**config.mk**
```make
export PLATFORM = sky130hd
export DESIGN_NAME = bus_transaction_logic
export DESIGN_NICKNAME = d
export VERILOG_FILES = /design/src/rtl/bus_transaction_logic.sv
export SDC_FILE = /design/constraint.sdc
export NUM_CORES = 1
export LEC_CHECK = 0
export ABC_AREA = 1
export CORE_AREA = 2 2 112 114
export DETAILED_ROUTE_END_ITERATION = 8
export DIE_AREA = 0 0 114 116
export HOLD_SLACK_MARGIN = 0.02
export MAX_ROUTING_LAYER = met4
export PLACE_DENSITY_LB_ADDON = 0.2
export SETUP_SLACK_MARGIN = 0.1
export SLEW_MARGIN = 0
export SYNTH_ARGS = -nofsm -noshare
export SYNTH_HDL_FRONTEND = slang
export SYNTH_SLANG_ARGS = --single-unit
export TNS_END_PERCENT = 30
```
**constraint.sdc**
```tcl
create_clock -name clk -period 2.7 [get_ports clk]
set_input_delay 0.81 -clock clk [delete_from_list [all_inputs] [get_ports clk]]
set_output_delay 0.81 -clock clk [all_outputs]
set_load 0.02 [all_outputs]
```
**src/rtl/bus_transaction_logic.sv**
```systemverilog
// Single-outstanding bus master: turns a registered controller command into
// aligned bus strobes, waits for a single-cycle ack, and abandons after a timeout.

package transactionGroup;
    typedef enum logic [3:0] {
        NO_OP       = 4'd0,
        READ        = 4'd1,
        WRITE_BYTE0 = 4'd2,
        WRITE_BYTE1 = 4'd3,
        WRITE_BYTE2 = 4'd4,
        WRITE_BYTE3 = 4'd5,
        WRITE_WORD0 = 4'd6,
        WRITE_WORD1 = 4'd7,
        WRITE_DWORD = 4'd8
    } controlBus;
endpackage

module bus_transaction_logic #(
    parameter int unsigned TIMEOUT_CYCLES = 255
) (
    input  logic                        clk,
    input  logic                        reset,
    input  transactionGroup::controlBus transactionControl,
    input  logic [31:0]                 address,
    input  logic [31:0]                 writeData,
    output logic [29:0]                 busAddress,
    output logic [3:0]                  busByteEnable,
    output logic                        busRead,
    output logic                        busWrite,
    output logic [31:0]                 busWriteData,
    input  logic [31:0]                 busReadData,
    input  logic                        busAck,
    output logic [31:0]                 readData,
    output logic                        readValid,
    output logic                        stall,
    output logic                        busTimeout
);
    import transactionGroup::*;

    typedef enum logic {IDLE, BUS} state_t;
    typedef enum logic [1:0] {SZ_NONE, SZ_BYTE, SZ_HALF, SZ_WORD} size_t;

    localparam logic [7:0] LAST_COUNT = 8'(TIMEOUT_CYCLES - 1);

    state_t      state_reg;
    logic [7:0]  count_reg;
    logic [29:0] bus_address_reg;
    logic [3:0]  bus_be_reg;
    logic        bus_read_reg;
    logic        bus_write_reg;
    logic [31:0] bus_wdata_reg;
    logic [31:0] read_data_reg;
    logic        read_valid_reg;
    logic        bus_timeout_reg;

    logic        cmd_valid;
    logic        timeout_hit;
    logic [3:0]  be_next;
    logic        rd_next;
    logic        wr_next;
    size_t       size_next;
    logic [31:0] wdata_next;
    logic        unused_addr_bits;

    assign unused_addr_bits = ^address[1:0];

    // Encodings outside the defined command set are treated like NO_OP.
    assign cmd_valid   = (transactionControl != NO_OP) && (transactionControl <= WRITE_DWORD);
    assign timeout_hit = (count_reg == LAST_COUNT);

    always_comb begin
        be_next   = 4'b0000;
        rd_next   = 1'b0;
        wr_next   = 1'b0;
        size_next = SZ_NONE;
        case (transactionControl)
            READ:        begin be_next = 4'b1111; rd_next = 1'b1; end
            WRITE_BYTE0: begin be_next = 4'b0001; wr_next = 1'b1; size_next = SZ_BYTE; end
            WRITE_BYTE1: begin be_next = 4'b0010; wr_next = 1'b1; size_next = SZ_BYTE; end
            WRITE_BYTE2: begin be_next = 4'b0100; wr_next = 1'b1; size_next = SZ_BYTE; end
            WRITE_BYTE3: begin be_next = 4'b1000; wr_next = 1'b1; size_next = SZ_BYTE; end
            WRITE_WORD0: begin be_next = 4'b0011; wr_next = 1'b1; size_next = SZ_HALF; end
            WRITE_WORD1: begin be_next = 4'b1100; wr_next = 1'b1; size_next = SZ_HALF; end
            WRITE_DWORD: begin be_next = 4'b1111; wr_next = 1'b1; size_next = SZ_WORD; end
            default:     ;
        endcase
    end

    // Each lane picks the source byte matching the access size (replication).
    genvar gi;
    generate
        for (gi = 0; gi < 4; gi++) begin : g_lane
            assign wdata_next[gi*8 +: 8] =
                (size_next == SZ_BYTE) ? writeData[7:0] :
                (size_next == SZ_HALF) ? writeData[(gi % 2)*8 +: 8] :
                (size_next == SZ_WORD) ? writeData[gi*8 +: 8] : 8'h00;
        end
    endgenerate

    always_ff @(posedge clk or negedge reset) begin
        if (!reset) begin
            state_reg       <= IDLE;
            count_reg       <= '0;
            bus_address_reg <= '0;
            bus_be_reg      <= '0;
            bus_read_reg    <= 1'b0;
            bus_write_reg   <= 1'b0;
            bus_wdata_reg   <= '0;
            read_data_reg   <= '0;
            read_valid_reg  <= 1'b0;
            bus_timeout_reg <= 1'b0;
        end else begin
            read_valid_reg  <= 1'b0;
            bus_timeout_reg <= 1'b0;
            if (state_reg == IDLE) begin
                if (cmd_valid) begin
                    state_reg       <= BUS;
                    count_reg       <= '0;
                    bus_address_reg <= address[31:2];
                    bus_be_reg      <= be_next;
                    bus_read_reg    <= rd_next;
                    bus_write_reg   <= wr_next;
                    bus_wdata_reg   <= wdata_next;
                end
            end else if (busAck || timeout_hit) begin
                // An ack coinciding with the last allowed cycle wins over the timeout.
                state_reg       <= IDLE;
                count_reg       <= '0;
                bus_address_reg <= '0;
                bus_be_reg      <= '0;
                bus_read_reg    <= 1'b0;
                bus_write_reg   <= 1'b0;
                bus_wdata_reg   <= '0;
                if (busAck && bus_read_reg) begin
                    read_data_reg  <= busReadData;
                    read_valid_reg <= 1'b1;
                end
                bus_timeout_reg <= !busAck;
            end else begin
                count_reg <= count_reg + 8'd1;
            end
        end
    end

    assign stall = reset && (((state_reg == IDLE) && cmd_valid) ||
                             ((state_reg == BUS) && !busAck && !timeout_hit));

    assign busAddress    = bus_address_reg;
    assign busByteEnable = bus_be_reg;
    assign busRead       = bus_read_reg;
    assign busWrite      = bus_write_reg;
    assign busWriteData  = bus_wdata_reg;
    assign readData      = read_data_reg;
    assign readValid     = read_valid_reg;
    assign busTimeout    = bus_timeout_reg;

endmodule

```
==> metrics <==
status=finished clean; P_int=slightly above 0.004 W; Final Hold Viols=0; PwrDens=approximately 800 nW/um^2; Logic pwr share=between 30% and 40%; Seq pwr share=about 38%; post-place setup slack=-0.1444 ns; Synth Net Count=~730; gpl congestion=roughly 0.8; area grow syn2layout=51.29%; CTS tree=done; clk slew on worst S/H paths=about 0.080 ns; FF-to-FF path depth=10; Ys Warns=0; Clock power frac=between 20 and 25%; Worst setup EP type=output pin; Synth Area in Compound Gates=0.5446%; maximum VDD drop=slightly above 0.4 mV; Routed wire per std cell=15.49 um; Final Instance Area=between 7000 and 8000 sq um; wl on met1=approximately 6500 um; LEAKAGE=around 3.8 nW; Netlist Area Pre-Place=between 5000 and 6000 sq um; Inserted Clock Buffers=9; post-CTS setup buffers=0; GRT Util Overall=roughly a quarter; routed wl met2=7286 um; Finish-stage setup viols=0; n_diodes=0; die area=between 10,000 and 15,000 sq um; Hold Crit Start=readData[9]$_DFFE_PN0P_; Setup CP Type=in2out; minimum clock period=2.518 ns; Hold Path Depth=2; Max Cap Violations=0; Core Util, Final=64.20%; post-route ant nets=0; gr ovfl total=0; core area=between 10,000 and 15,000 sq um; Peak Freq=0.3971 GHz; Post-layout nets=between 900 and 1,000; final worst slack=between 0.15 and 0.2 ns; clk sink count=111; WHS=about 0.48 ns; Die H=between 100 and 150 um; RSZ-0062 raised after global routing=no; FF-to-FF End=busWriteData[15]$_DFFE_PN0P_; number of fill cells=just over 1,000; proportion of synthesized area in mux cells=0%; CP Launch Type=input port; Data required, critical path=~1.9 ns; FP Rows=40; I/O Buffers=203; post-synthesis area per instance=between 8 and 9 sq um; drt pass-1 iters=5; Seq/Total Area, Yosys=between 50% and 60%; Worst Hold End=readData[9]$_DFFE_PN0P_; Crit Reg-Reg Startpoint=count_reg[0]$_DFFE_PN0P_; Yosys cell types=22; Worst EP arrival=~1.7 ns; Mapped Cells=627; flops & latches, synth=~110; Vias=roughly 5,000; Post-Route WL=between 15,000 and 20,000 um; uppermost routed layer=met4; HP Class=reg2reg; DRC Markers=0; initial antenna violation count=0; wire length on met3=1176 um; drt via density=5.185; clk_lat worst skew=0.35 ns; Tcrit/Tclk final=between 90 and 100%; first-pass GRT wire length=~24,000 um; Die X=between 100 and 150 um; largest net degree at the start of global routing=~110; IO Count=a little over 200; Worst Skew=0.01229 ns; Synth Area in XOR/XNOR=0.5198%; Max-slew headroom=between 50 and 60%; Sw Share=between 30 and 40%; cts-stage hold buffer count=0; switching power=roughly 0.0021 W; vias in the first global route=approximately 4,900; Worst-Margin Slew=0.6063 ns; hpwl dp=approximately 11,000 um; largest family of logic cells by synthesized area=simple AND/OR/NAND/NOR gates; H-tree depth=3; share of layout cells above drive strength 1=between 6 and 7%; max-slew violations=0; Clock Path Buffers=2; initial cell density of the core=between 40% and 50%; Adder-Cell Fraction of Synth Area=less than 1%; placed inst area=~7300 sq um; Post-Synth Simple-Gate Area=between 30% and 40%; CTS Root Cell=clkbuf_16; Critical Path Fanout Max=3; reg-to-reg slack, setup=~1.1 ns; DR iter-0 viols=between 400 and 500; setup TNS=0 ns
==> layout make-up <==
| cell class | instances | area (sq um) | area share [%] |
|---|---|---|---|
| Inverter | 26 | 97.59 | 1.276 |
| Multi-Input combinational cell | 455 | 2041 | 26.69 |
| Tap cell | 147 | 183.9 | 2.405 |
| Timing Repair Buffer | 227 | 2236 | 29.24 |
| Clock buffer | 9 | 225.2 | 2.945 |
| Clock inverter | 6 | 86.33 | 1.129 |
| Sequential cell | 111 | 2778 | 36.32 |
==> worst max-delay path by stage <==
stage / slack, ns / start / depth (start not counted) / end
2_1_floorplan: 0.12 / transactionControl[1] / 7 / stall
3_5_place_dp: -0.14 / transactionControl[3] / 8 / stall
6_report: 0.18 / transactionControl[3] / 8 / stall
5_1_grt: 0.10 / transactionControl[3] / 8 / stall
4_1_cts: 0.11 / transactionControl[3] / 8 / stall
3_3_place_gp: -0.14 / transactionControl[3] / 8 / stall
==> synthesized netlist by cell type, drive strengths merged <==
cell type | instances | area (sq um)
a21boi | 1 | 7.510
buf | 19 | 112.6
clkbuf | 16 | 60.06
dfrtp | 111 | 2778
ha | 2 | 25.02
inv | 26 | 97.60
nand2 | 265 | 997.2
nand3 | 155 | 780.8
nand4 | 13 | 81.33
nor2 | 10 | 57.55
nor3 | 1 | 5.000
o21ai | 4 | 20.02
or2 | 1 | 6.260
xor2 | 3 | 26.28
==> layout by cell type, fill, tap and decap left out <==
master           synthesis  final
clkinv_4                 0      1
bufinv_16                0      2
o21ai_0                  4      4
clkinv_2                 0      2
dfrtp_1                111    111
nand2_4                  0      1
nand3_1                154    153
ha_1                     2      2
or2_2                    1      1
nor2_2                   2      2
nand3_2                  1      1
nor3_1                   1      1
dlymetal6s2s_1           0      1
buf_4                    2     23
dlygate4sd2_1            0      2
buf_12                   0      2
clkbuf_16                0      9
buf_6                    3      1
nand3_4                  0      1
xor2_1                   3      3
clkdlybuf4s15_1          0      2
clkinvlp_4               0      1
a21boi_4                 0      1
nand2_2                  1      2
nand2_1                264    262
nor2_1                   6      6
nand4_1                 13     13
inv_1                   24     23
inv_2                    2      3
clkdlybuf4s50_1          0    196
nor2_4                   2      2
==> metrics by stage <==
step,power [W],std cells
finish,0.006142,981
global route,0.006463,981
CTS,0.006188,981
detailed placement,0.004777,966
global placement,0.004724,966
floorplan,0.003485,627
==> what timing repair did <==
item | CTS | global route
pin swaps | 2 | 2
endpoints found under the setup margin | 1 | 1
gates resized for setup | 7 | 3
==> routing by layer <==
| layer | GRT usage (%) | vias to the layer above |
|---|---|---|
| met4 | 8.130 | 0 |
| met5 | - | - |
| li1 | - | 2430 |
| met1 | 30.29 | 2397 |
| met3 | 5.126 | 26 |
| met2 | 37.58 | 233 |
==> cells by family (layout without fill, tap and decap cells) <==
family | after synthesis | count (layout)
AO/OA/AOI/OAI | 5 | 5
XOR/XNOR | 3 | 3
adder cells (fa/ha/maj) | 2 | 2
buffers and inverters | 61 | 268
flip-flops | 111 | 111
AND/OR/NAND/NOR | 445 | 445
==> worst max-delay path, cell delays in order <==
cell and delay (ns):
clkdlybuf4s15_1 0.22, inv_2 0.06, nor2_4 0.13, nand2_4 0.06, nand2_2 0.08, nand3_4 0.07
a21boi_4 0.13, buf_6 0.14
==> power groups by stage <==
| stage | combinational (W) | clock (W) | sequential (W) |
|---|---|---|---|
| finish | 0.00240 | 0.00141 | 0.00233 |
| detailed placement | 0.00242 | 0 | 0.00236 |
| global placement | 0.00237 | 0 | 0.00235 |
| global route | 0.00257 | 0.00150 | 0.00239 |
| CTS | 0.00242 | 0.00143 | 0.00234 |
| floorplan | 0.000597 | 0 | 0.00289 |
Note: power is estimated with default switching activity, not from simulation.
